`src/rtl/pkt_sf_buffer.sv`:
```
`default_nettype none
// ============================================================================
// Module      : pkt_sf_buffer
// Description : Store-and-forward packet buffer. Releases only complete
//               packets and drops packets that do not fit. The optional
//               drop/error statistics counters are built when
//               PKT_SF_STATS_EN is defined.
// Revision    : 1.0 - initial release
// ============================================================================
module pkt_sf_buffer #(
    parameter  int DW    = 32,
    parameter  int DEPTH = 16,
    localparam int AW    = $clog2(DEPTH)
) (
    input  logic          clk,
    input  logic          rst,
    input  logic          in_valid,
    output logic          in_ready,
    input  logic [DW-1:0] in_data,
    input  logic          in_sop,
    input  logic          in_eop,
    output logic          out_valid,
    input  logic          out_ready,
    output logic [DW-1:0] out_data,
    output logic          out_sop,
    output logic          out_eop,
    output logic [AW:0]   pkt_cnt,
    output logic [15:0]   drop_cnt,
    output logic [15:0]   err_cnt
);

    localparam logic [1:0]  c_IDLE    = 2'd0;
    localparam logic [1:0]  c_RECV    = 2'd1;
    localparam logic [1:0]  c_DISCARD = 2'd2;
    localparam logic [AW:0] c_DEPTH   = (AW+1)'(DEPTH);
    localparam logic [AW:0] c_ONE     = (AW+1)'(1);

    logic [DW+1:0] r_mem [DEPTH];
    logic [AW:0]   r_wr_ptr, r_commit_ptr, r_rd_ptr, r_pkt_cnt;
    logic [1:0]    r_state;
    logic          r_in_ready;

    logic [AW:0]   w_base;
    logic [DW+1:0] w_rd_word;
    logic [1:0]    w_state_nxt;
    logic          w_accept, w_full, w_write, w_commit, w_drop, w_err, w_rd;

    assign w_accept  = in_valid & r_in_ready;
    // A sop arriving mid-packet abandons the partial packet before it is stored.
    assign w_base    = (r_state == c_RECV && in_sop) ? r_commit_ptr : r_wr_ptr;
    assign w_full    = ((w_base - r_rd_ptr) == c_DEPTH);
    assign w_rd_word = r_mem[r_rd_ptr[AW-1:0]];
    assign w_rd      = out_valid & out_ready;

    always_comb begin
        w_write     = 1'b0;
        w_commit    = 1'b0;
        w_drop      = 1'b0;
        w_err       = 1'b0;
        w_state_nxt = r_state;
        if (w_accept) begin
            if (in_sop) begin
                w_err = (r_state != c_IDLE);
                if (!w_full) begin
                    w_write     = 1'b1;
                    w_commit    = in_eop;
                    w_state_nxt = in_eop ? c_IDLE : c_RECV;
                end else begin
                    w_drop      = 1'b1;
                    w_state_nxt = in_eop ? c_IDLE : c_DISCARD;
                end
            end else begin
                case (r_state)
                    c_IDLE: w_err = 1'b1;
                    c_RECV: begin
                        if (!w_full) begin
                            w_write  = 1'b1;
                            w_commit = in_eop;
                            if (in_eop) w_state_nxt = c_IDLE;
                        end else begin
                            w_drop      = 1'b1;
                            w_state_nxt = in_eop ? c_IDLE : c_DISCARD;
                        end
                    end
                    default: if (in_eop) w_state_nxt = c_IDLE;
                endcase
            end
        end
    end

    always_ff @(posedge clk) begin
        if (rst) begin
            r_state      <= c_IDLE;
            r_in_ready   <= 1'b0;
            r_wr_ptr     <= '0;
            r_commit_ptr <= '0;
            r_rd_ptr     <= '0;
            r_pkt_cnt    <= '0;
        end else begin
            r_state    <= w_state_nxt;
            r_in_ready <= 1'b1;
            if (w_write)
                r_wr_ptr <= w_base + c_ONE;
            else if (w_drop)
                r_wr_ptr <= r_commit_ptr;
            if (w_commit)
                r_commit_ptr <= w_base + c_ONE;
            if (w_rd)
                r_rd_ptr <= r_rd_ptr + c_ONE;
            case ({w_commit, w_rd & out_eop})
                2'b10:   r_pkt_cnt <= r_pkt_cnt + c_ONE;
                2'b01:   r_pkt_cnt <= r_pkt_cnt - c_ONE;
                default: r_pkt_cnt <= r_pkt_cnt;
            endcase
        end
    end

    always_ff @(posedge clk) begin
        if (w_write)
            r_mem[w_base[AW-1:0]] <= {in_sop, in_eop, in_data};
    end

    assign in_ready  = r_in_ready;
    assign out_valid = (r_rd_ptr != r_commit_ptr);
    assign out_data  = out_valid ? w_rd_word[DW-1:0] : '0;
    assign out_sop   = out_valid & w_rd_word[DW+1];
    assign out_eop   = out_valid & w_rd_word[DW];
    assign pkt_cnt   = r_pkt_cnt;

`ifdef PKT_SF_STATS_EN
    logic [15:0] r_drop_cnt, r_err_cnt;

    // Both counters hold at all-ones rather than wrapping.
    always_ff @(posedge clk) begin
        if (rst) begin
            r_drop_cnt <= '0;
            r_err_cnt  <= '0;
        end else begin
            if (w_drop && r_drop_cnt != 16'hFFFF)
                r_drop_cnt <= r_drop_cnt + 16'd1;
            if (w_err && r_err_cnt != 16'hFFFF)
                r_err_cnt <= r_err_cnt + 16'd1;
        end
    end

    assign drop_cnt = r_drop_cnt;
    assign err_cnt  = r_err_cnt;
`else
    logic w_stats_unused;
    assign w_stats_unused = w_drop | w_err;
    assign drop_cnt       = '0;
    assign err_cnt        = '0;
`endif

endmodule
`default_nettype wire

```
`config.mk`:
```
export PLATFORM = sky130hd
export DESIGN_NAME = pkt_sf_buffer
export DESIGN_NICKNAME = d
export VERILOG_FILES = /design/src/rtl/pkt_sf_buffer.sv
export SDC_FILE = /design/constraint.sdc
export NUM_CORES = 1
export LEC_CHECK = 0
export BUFFER_PORTS_ARGS = -buffer_cell sky130_fd_sc_hd__buf_2
export CAP_MARGIN = 5
export CORE_MARGIN = 2
export CORE_UTILIZATION = 63
export CTS_BUF_LIST = sky130_fd_sc_hd__clkbuf_4 sky130_fd_sc_hd__clkbuf_8
export CTS_CLUSTER_SIZE = 14
export DETAILED_ROUTE_END_ITERATION = 16
export GPL_TIMING_DRIVEN = 0
export HOLD_SLACK_MARGIN = 0.08
export MAX_ROUTING_LAYER = met4
export PLACE_DENSITY = 0.92
export SYNTH_ARGS = -nofsm -noshare
export SYNTH_HDL_FRONTEND = slang
export SYNTH_SLANG_ARGS = --single-unit
```
`constraint.sdc`:
```
create_clock -name clk -period 9.2 [get_ports clk]
set_input_delay 0.92 -clock clk [delete_from_list [all_inputs] [get_ports clk]]
set_output_delay 0.92 -clock clk [all_outputs]
set_load 0.02 [all_outputs]
```
==> reports/results.ini <==
[placed_design]
gp_congestion = 0.892
place_hpwl_mm = 36.4
placed_cells = 1719
portBuffers = 78

[floorplanning]
chipHeight_um = 194
num_rows = 69
die-area_mm2 = 0.0376
core_area_mm2 = 0.0355
initial_core_util = 0.640
die_w_um = 194
boundaryPins = 111

[synth]
netlist_area_mm2 = 0.0227
synth_top_area_share = 0.720
syn_area_per_cell_um2 = 21.6
yosysSeqAreaShare = 0.743
yosys-top-cells-area = edfxtp_1, mux4_2, dfxtp_1, buf_4, nor2b_1
synth_edf_count = 544
synthDistinctLibCells = 51
synthCells = 1052
ys_seq_elements = 571
synthArstFlopShare = 0
yosys_warnings = 0
synthFlopType = edfxtp_1
yosys.area.top_type = edfxtp_1

[drt]
wl_per_cell_um = 28.5
ant_nets = 0
vias = 12100
route.detailed.drc = 0
viasPerCell = 6.49
finalWirelength_mm = 53.4
drtIter0Drc = 1587
drt_first_pass_iters = 5

[critical_path]
crit_type = in2reg
path_max_fanout = 21
worstSetupStartpointType = input pin
reg2reg_depth = 20
worstPathArrival_ns = 6.43
cp-end-kind = flop
crit_required_ns = 9.78

[layout]
area_growth_pct = 15.7
drive_gt1_frac = 0.391
finalNetCount = 1399
stdcell_count = 1869
final_cell_mix = edfxtp_1, mux4_2, buf_4, buf_2, clkbuf_8
final_common_cell = edfxtp_1
antenna_cells = 0

[power]
power_frac_clock = 0.366
power_switching_uw = 1270
swShare = 0.235
powerDensity_mw_per_mm2 = 206
p_comb_frac = 0.104
vdd_ir_drop_max_mv = 0.157
total_power_uw = 5410
sequentialPowerShare = 0.530
p_int_uw = 4140
p_leak_uw = 0.00869

[global_route]
overflow = 0
grt_pass1_vias = 12200
grt_max_degree = 22
antenna_found_initial = 0
grt_pass1_wl_mm = 78.6
grt_usage = 0.299

[timing]
finClkSkew_ns = 0.0306
setup_violations = 0
period_minus_slack_ns = 5.86
worst_pin_slew_ns = 1.14
rsz0062_at_grt = no
drv_slew = 0
slew_headroom = 0.221
fin_crit_sh = 0.636
setup_tns_ns = 0
achievable-frequency_mhz = 171
hold_violations = 0

[clock_tree]
cts_root_buf = clkbuf_8
post_cts.repair.setup_buffers = 0
h-tree-depth = 3
clkSinkCount = 571
tritoncts = built
ctsResizeCount = 0
clk_latency_ns = 0.65
cts.clk_slew.worst_paths_ns = 0.06
cts_hold_buf = 0
cts-buffers-inserted = 87
clk_path_buf_depth = 3

[hold_path]
hold_path.class = reg2reg
holdPathStages = 2

[outcome]
status = finished clean

[job]
maxCapViolCount = 0

registers in the layout, indices dropped and copies added, names as in the netlist, named ones only:
signal	cells
in_ready	1
pkt_cnt	5
r_commit_ptr	5
r_mem	544
r_rd_ptr	5
r_state	2
r_wr_ptr	5
logic make-up after synthesis:
group | count (synthesis) | synth area share
flops | 571 | 0.743
other cells | 1 | 0.000165
compound gates | 43 | 0.0129
simple gates | 126 | 0.0310
mux | 176 | 0.172
xor+xnor | 20 | 0.00772
fa+ha+maj | 14 | 0.00805
buf+inv | 101 | 0.0246
cell type report:
cell class | count | area [µm²]
clock inverters | 35 | 194
repair buffers | 175 | 1150
inverters | 15 | 56.3
clock buffers | 115 | 1430
fillers | 1852 | 9210
plain buffers | 86 | 502
well taps | 461 | 577
flip-flops and latches | 571 | 16900
multi-input cells | 411 | 5480
worst max-delay path, stage by stage:
cell	delay, ns
buf_2	0.36
nand3b_4	0.17
buf_2	0.22
mux2i_2	0.68
clkinv_1	0.55
ha_1	0.49
xnor2_1	0.20
nor2_1	0.45
nand3_1	0.29
and3_1	0.25
buf_2	0.15
inv_1	0.06
ha_1	0.23
inv_1	0.11
fa_1	0.38
nor2b_1	0.16
o21a_1	0.13
nor2_1	0.04
xnor2_1	0.12
or3_1	0.30
a21oi_1	0.13
Yosys cell counts, types with 3 or more instances:
| cell | instances |
|---|---|
| nor2b_1 | 37 |
| buf_6 | 3 |
| buf_1 | 4 |
| edfxtp_1 | 544 |
| mux4_2 | 170 |
| buf_2 | 17 |
| nor3_1 | 7 |
| xnor2_1 | 13 |
| mux2i_1 | 3 |
| ha_1 | 13 |
| nand2_1 | 13 |
| and3_1 | 4 |
| buf_4 | 36 |
| a311oi_1 | 3 |
| clkbuf_1 | 26 |
| dfxtp_1 | 27 |
| a21oi_1 | 12 |
| inv_1 | 12 |
| nor2_1 | 22 |
| or3_1 | 4 |
| nor4_1 | 17 |
| nand3_1 | 10 |
| xor2_1 | 7 |
| o21ai_0 | 10 |
| a31oi_1 | 3 |
| o2111ai_1 | 3 |
power groups by stage:
stage          logic, µW  clock network (µW)  registers [µW]
2_1_floorplan        379                   0            2920
3_3_place_gp         531                   0            2920
3_5_place_dp         560                   0            2920
4_1_cts              564                2000            2870
5_1_grt              597                2100            2870
6_report             563                1980            2870
final timing paths:
kind              slack, ns                       to               startpoint
hold / removal         0.50  pkt_cnt[4]$_SDFFE_PP0P_  pkt_cnt[4]$_SDFFE_PP0P_
setup / recovery       3.34  pkt_cnt[4]$_SDFFE_PP0P_                   in_sop
setup reg to reg       3.51  pkt_cnt[4]$_SDFFE_PP0P_  r_state[1]$_SDFFE_PP0P_
hold reg to reg        0.50  pkt_cnt[4]$_SDFFE_PP0P_  pkt_cnt[4]$_SDFFE_PP0P_
routing by layer:
| metal | global-route usage | share of wire | wire length [µm] | up-vias |
|---|---|---|---|---|
| li1 | - | - | - | 4912 |
| met1 | 0.389 | 0.36 | 19200 | 6198 |
| met2 | 0.481 | 0.51 | 27400 | 886 |
| met3 | 0.0560 | 0.097 | 5150 | 129 |
| met4 | 0.109 | 0.030 | 1620 | 0 |
| met5 | - | 0 | 0 | - |
through the flow:
step | hold slack, ns | utilization | area [µm²] | setup WS, ns
2_1_floorplan | 0.493 | - | 22800 | 2.14
3_3_place_gp | 0.464 | 0.670 | 23800 | -2.37
6_report | 0.498 | 0.740 | 26300 | 3.34
5_1_grt | 0.531 | 0.740 | 26300 | 2.93
3_5_place_dp | 0.495 | 0.695 | 24600 | 2.80
4_1_cts | 0.504 | 0.740 | 26300 | 3.46
Note: power is estimated with default switching activity, not from simulation.
